`config.mk`:
```
export PLATFORM = sky130hd
export DESIGN_NAME = cdma_wt_req_arb
export DESIGN_NICKNAME = d
export VERILOG_FILES = /design/src/rtl/cdma_wt_arb_pkg.sv /design/src/rtl/cdma_wt_rr_arb2.sv /design/src/rtl/cdma_wt_req_arb.sv
export SDC_FILE = /design/constraint.sdc
export NUM_CORES = 1
export LEC_CHECK = 0
export CAP_MARGIN = 5
export CORE_ASPECT_RATIO = 0.5
export CORE_MARGIN = 4
export CORE_UTILIZATION = 55
export CTS_CLUSTER_SIZE = 20
export DETAILED_ROUTE_END_ITERATION = 10
export PLACE_DENSITY = 0.93
export SYNTH_ARGS = -nofsm -noshare
export SYNTH_HDL_FRONTEND = slang
export SYNTH_SLANG_ARGS = --single-unit
```
`constraint.sdc`:
```
create_clock -name clk -period 7 [get_ports clk]
set_input_delay 1.05 -clock clk [delete_from_list [all_inputs] [get_ports clk]]
set_output_delay 1.05 -clock clk [all_outputs]
set_load 0.01 [all_outputs]
```
`src/rtl/cdma_wt_arb_pkg.sv`:
```
// Shared constants, types and helpers for the CDMA weight-request arbiter.
package cdma_wt_arb_pkg;

  localparam int unsigned TAG_W   = 5;
  localparam int unsigned DEPTH   = 128;
  localparam int unsigned CNT_W   = 8;
  localparam int unsigned CNT_W1  = CNT_W + 1;
  localparam int unsigned ENT_W   = TAG_W + 1;
  localparam int unsigned SRC_BIT = TAG_W;

  typedef enum logic [1:0] {
    IDLE  = 2'd0,
    RUN   = 2'd1,
    DRAIN = 2'd2
  } state_e;

  typedef struct packed {
    logic             src;
    logic [TAG_W-1:0] tag;
  } wr_ent_t;

  // Zero or anything above DEPTH falls back to the hard ceiling.
  function automatic logic [CNT_W-1:0] eff_limit(input logic [CNT_W-1:0] cfg);
    if (cfg == '0 || cfg > CNT_W'(DEPTH)) return CNT_W'(DEPTH);
    return cfg;
  endfunction

  // Up/down step that holds at zero on a lone decrement.
  function automatic logic [CNT_W-1:0] cnt_step(input logic [CNT_W-1:0] cnt,
                                                input logic inc, input logic dec);
    if (inc && !dec) return cnt + CNT_W'(1);
    if (dec && !inc && cnt != '0) return cnt - CNT_W'(1);
    return cnt;
  endfunction

endpackage

```
`src/rtl/cdma_wt_rr_arb2.sv`:
```
// Two-way round-robin arbiter; the pointer only moves when a grant is issued.
module cdma_wt_rr_arb2 (
  input  logic       clk,
  input  logic       reset_,
  input  logic [1:0] valid,
  input  logic       en,
  output logic [1:0] gnt
);

  logic ptr;
  logic ptr_nxt;

  always_ff @(posedge clk or negedge reset_) begin
    if (!reset_) ptr <= 1'b0;
    else         ptr <= ptr_nxt;
  end

  // Contended grants follow ptr; a lone grant hands priority to the other side.
  always_comb begin
    gnt     = 2'b00;
    ptr_nxt = ptr;
    if (en) begin
      unique case (valid)
        2'b11: begin
          gnt[ptr] = 1'b1;
          ptr_nxt  = ~ptr;
        end
        2'b01: begin
          gnt     = 2'b01;
          ptr_nxt = 1'b1;
        end
        2'b10: begin
          gnt     = 2'b10;
          ptr_nxt = 1'b0;
        end
        default: ;
      endcase
    end
  end

endmodule

```
`src/rtl/cdma_wt_req_arb.sv`:
```
// Merges two tag streams into the weight-request FIFO, tracks occupancy by
// snooping the read port, and sequences start/drain from op_en.
module cdma_wt_req_arb
  import cdma_wt_arb_pkg::*;
(
  input  logic             clk,
  input  logic             reset_,
  input  logic             op_en,
  input  logic [CNT_W-1:0] cfg_limit,
  input  logic             req0_valid,
  input  logic [TAG_W-1:0] req0_tag,
  input  logic             req1_valid,
  input  logic [TAG_W-1:0] req1_tag,
  output logic             req0_ready,
  output logic             req1_ready,
  output logic             fifo_wr_req,
  output logic [ENT_W-1:0] fifo_wr_data,
  input  logic             fifo_wr_ready,
  input  logic             fifo_rd_req,
  input  logic             fifo_rd_ready,
  input  logic [ENT_W-1:0] fifo_rd_data,
  output logic [CNT_W-1:0] outs0_cnt,
  output logic [CNT_W-1:0] outs1_cnt,
  output logic             idle,
  output logic             drain_done,
  output logic             err
);

  state_e           state, state_nxt;
  wr_ent_t          wr_ent;
  logic [CNT_W-1:0] occ_cnt;
  logic [CNT_W-1:0] lim;
  logic [CNT_W1-1:0] inflight;
  logic             acc, pop, rd_src;
  logic             credit_ok, slot_free, grant_en;
  logic             done_nxt, underflow;
  logic [1:0]       gnt;
  logic             unused_rd_tag;

  assign unused_rd_tag = ^fifo_rd_data[TAG_W-1:0];

  assign acc       = fifo_wr_req & fifo_wr_ready;
  assign pop       = fifo_rd_req & fifo_rd_ready;
  assign rd_src    = fifo_rd_data[SRC_BIT];
  assign lim       = eff_limit(cfg_limit);
  // The pending output entry is already committed, so it consumes credit.
  assign inflight  = {1'b0, occ_cnt} + CNT_W1'(fifo_wr_req);
  assign credit_ok = inflight < {1'b0, lim};
  assign slot_free = !fifo_wr_req || acc;
  assign grant_en  = (state == RUN) && slot_free && credit_ok;

  cdma_wt_rr_arb2 u_rr (
    .clk    (clk),
    .reset_ (reset_),
    .valid  ({req1_valid, req0_valid}),
    .en     (grant_en),
    .gnt    (gnt)
  );

  assign req0_ready   = gnt[0];
  assign req1_ready   = gnt[1];
  assign fifo_wr_data = wr_ent;

  assign underflow = (pop && !acc && occ_cnt == '0)
                  || (pop && !rd_src && !(acc && !wr_ent.src) && outs0_cnt == '0)
                  || (pop &&  rd_src && !(acc &&  wr_ent.src) && outs1_cnt == '0);

  always_comb begin
    state_nxt = state;
    done_nxt  = 1'b0;
    unique case (state)
      IDLE:  if (op_en) state_nxt = RUN;
      RUN:   if (!op_en) state_nxt = DRAIN;
      DRAIN: if (occ_cnt == '0 && !fifo_wr_req && !acc) begin
        state_nxt = IDLE;
        done_nxt  = 1'b1;
      end
      default: state_nxt = IDLE;
    endcase
  end

  always_ff @(posedge clk or negedge reset_) begin
    if (!reset_) begin
      state      <= IDLE;
      idle       <= 1'b1;
      drain_done <= 1'b0;
      err        <= 1'b0;
      fifo_wr_req <= 1'b0;
      wr_ent     <= '0;
      occ_cnt    <= '0;
      outs0_cnt  <= '0;
      outs1_cnt  <= '0;
    end else begin
      state      <= state_nxt;
      idle       <= (state_nxt == IDLE);
      drain_done <= done_nxt;
      err        <= err | underflow;
      if (|gnt) begin
        fifo_wr_req <= 1'b1;
        wr_ent      <= '{src: gnt[1], tag: (gnt[1] ? req1_tag : req0_tag)};
      end else if (acc) begin
        fifo_wr_req <= 1'b0;
      end
      occ_cnt   <= cnt_step(occ_cnt, acc, pop);
      outs0_cnt <= cnt_step(outs0_cnt, acc && !wr_ent.src, pop && !rd_src);
      outs1_cnt <= cnt_step(outs1_cnt, acc &&  wr_ent.src, pop &&  rd_src);
    end
  end

endmodule
```
==> impl_metrics.toml <==
[run_status]
status = "finished clean"

[timing]
min_period_ns = 5.31
min_period_over_period = 0.759
fmax_mhz = 188
drv_slew = 0
tightest_slew_ns = 1.01
finClkSkew_ns = 0.00606
setup_viol = 0
rsz0062_at_grt = "no"
fin_setup_tns_ns = 0
hold_viol = 0
maxSlewHeadroom = 0.328

[route]
drtIter0Drc = 130
dr.pass1.iters = 4
drc = 0
viasPerCell = 6.11
dr_total_vias = 2498
finalWirelength_mm = 7.11
ant_nets = 0
routedWlPerCell_um = 17.4

[yosys]
synth_cell_types = 52
yosys_most_used_dff = "dfrtp_1"
syn_inst = 289
ys_ff_latch = 37
seq_area_frac_synth = 0.350
syn_area_mm2 = 0.00265
synth_edf_count = 0
syn_avg_cell_area_um2 = 9.16
ys_warn_count = 0
async_flop_share = 1.00
synthesis.nets = 341

[pwr]
p_per_area_mw_per_mm2 = 398
power_mw = 1.34
ir_drop_uv = 166
leakagePower_nw = 1.44

[critical_path]
cp.arrival_ns = 4.26
path_class = "in -> out"
critPathMaxFanout = 9
reg2reg_slack_ns = 3.51
start_kind = "input pin"
cp-end-kind = "output pin"
crit_required_ns = 5.95

[die]
die_x_um = 106
die_h_um = 57.1
core_area_mm2 = 0.00453
die_area_mm2 = 0.00606
rows = 17
ios = 60
start_util = 0.584

[placement]
dp_cells = 401
gp_congestion = 0.907
io_buffers = 54
dp_hpwl_mm = 5.15

[clock_tree]
clk-insertion-delay-late_ns = 0.30
cts_buffers = 5
cts.sinks = 37
path_clk_slew_ns = 0.08
root_buffer = "clkbuf_8"
post_cts_buffers = 0
htree_levels = 2
postCtsHoldBufs = 0
cts_tree = "built"
cts_buffer_depth = 2
ctsResizeCount = 0

[global_route]
grt_util_met3 = 0.0610
grt-ovfl-total = 0
grt_start_max_net_pins = 38
grt_pass1_vias = 2474
grt-busiest-layer = "met2"
grt_pass1_wl_mm = 12.1
use_met1 = 0.297
grtUsageMet2 = 0.430
track_usage = 0.249
grt_antenna_before_repair = 0

[cells_and_area]
layout_commonest_cell = "clkdlybuf4s50_1"
n_fill_cell = 329
final_cells = 409
drive_gt1_frac = 0.0496
fin_nets = 394
antenna-diode-count = 0
seqCellArea_um2 = 927
mostFrequentLayoutCells = "clkdlybuf4s50_1, dfrtp_1, nand3_1, nor2_1"
area.growth.synth_to_final_pct = 27.1
multi_input_area_mm2 = 0.00161

[hold_path]
min_path_type = "reg -> reg"

[run]
cap_violations = 0
[through the flow]
stage	hold slack [ns]	utilization	worst slack, ns	area, um^2
after global routing	0.516	0.743	1.52	3360
after floorplan	0.429	-	3.24	2650
after CTS	0.496	0.743	1.71	3360
after detailed placement	0.474	0.713	1.79	3230
final	0.511	0.743	1.69	3360
after global placement	0.443	0.713	1.92	3230
[synthesized netlist by cell type, types with 2 or more instances]
cell type | count | area, um^2
nand3_1 | 23 | 115
nand2b_1 | 9 | 56.3
a21oi_1 | 13 | 65.1
or4_1 | 3 | 22.5
clkbuf_1 | 3 | 11.3
buf_2 | 5 | 25.0
o2bb2ai_1 | 3 | 26.3
and3_1 | 5 | 31.3
nor4_1 | 3 | 18.8
nor3_1 | 7 | 35.0
nand4_1 | 8 | 50.1
inv_1 | 16 | 60.1
o22ai_1 | 5 | 31.3
a41oi_1 | 7 | 61.3
a221oi_1 | 5 | 43.8
nor2b_1 | 6 | 37.5
dfrtp_1 | 36 | 901
o41ai_1 | 3 | 26.3
o21ai_0 | 4 | 20.0
ha_1 | 20 | 250
and4_1 | 2 | 17.5
a21o_1 | 3 | 22.5
a31oi_1 | 3 | 18.8
nand3b_1 | 2 | 15.0
nand2_1 | 20 | 75.1
xnor2_1 | 14 | 123
nor2_1 | 23 | 86.3
o211ai_1 | 3 | 22.5
xor2_1 | 12 | 105
[cell type report]
| class | count | area share |
|---|---|---|
| Tap cell | 66 | 0.0245 |
| Multi-Input combinational cell | 227 | 0.479 |
| Timing Repair Buffer | 55 | 0.163 |
| Sequential cell | 37 | 0.276 |
| Inverter | 16 | 0.0179 |
| Clock inverter | 3 | 0.0193 |
| Clock buffer | 5 | 0.0205 |
[logic make-up (layout without fill, tap and decap cells)]
family | after synthesis | in the layout | share of synthesized area
xor+xnor | 26 | 26 | 0.0860
buf+inv | 25 | 79 | 0.0406
flops | 37 | 37 | 0.350
compound gates | 59 | 59 | 0.173
fa+ha+maj | 20 | 20 | 0.0945
simple gates | 122 | 122 | 0.256
[sequential cells by signal (all words and copies together), names as in the netlist]
signal and count:
occ_cnt 8, state 2, outs1_cnt 8, outs0_cnt 8
err 1, fifo_wr_data 6, fifo_wr_req 1, idle 1
u_rr.ptr 1, drain_done 1
[report_power, final]
part	internal, mW	total, mW	switching, mW
logic	0.320	0.624	0.304
registers	0.317	0.486	0.169
clock network	0.142	0.228	0.0862
total	0.779	1.34	0.559
[worst paths after layout]
| path | from | endpoint | cells past startpoint |
|---|---|---|---|
| worst max-delay path | cfg_limit[3] | req0_ready | 8 |
| min in group asynchronous | reset_ | outs1_cnt[4] | 2 |
| worst min register to register | outs1_cnt[7] | outs1_cnt[7] | 1 |
| worst max register to register | fifo_wr_req | fifo_wr_data[5] | 10 |
| max in group asynchronous | reset_ | idle | 2 |
| worst min-delay path | outs1_cnt[7] | outs1_cnt[7] | 1 |
[metal layers]
layer / wire length [um] / vias up
met5: 0 / -
met4: 264 / 0
met3: 421 / 30
met2: 3570 / 102
met1: 2850 / 1195
li1: - / 1171
[critical path, stage by stage]
cell and delay, ns:
clkdlybuf4s50_1 0.45, nor4_1 0.36, a21oi_1 0.13, ha_1 0.34
a2111oi_4 0.56, nand3_1 0.37, nor2b_1 0.39, clkdlybuf4s50_1 0.61
Note: power is estimated with default switching activity, not from simulation.
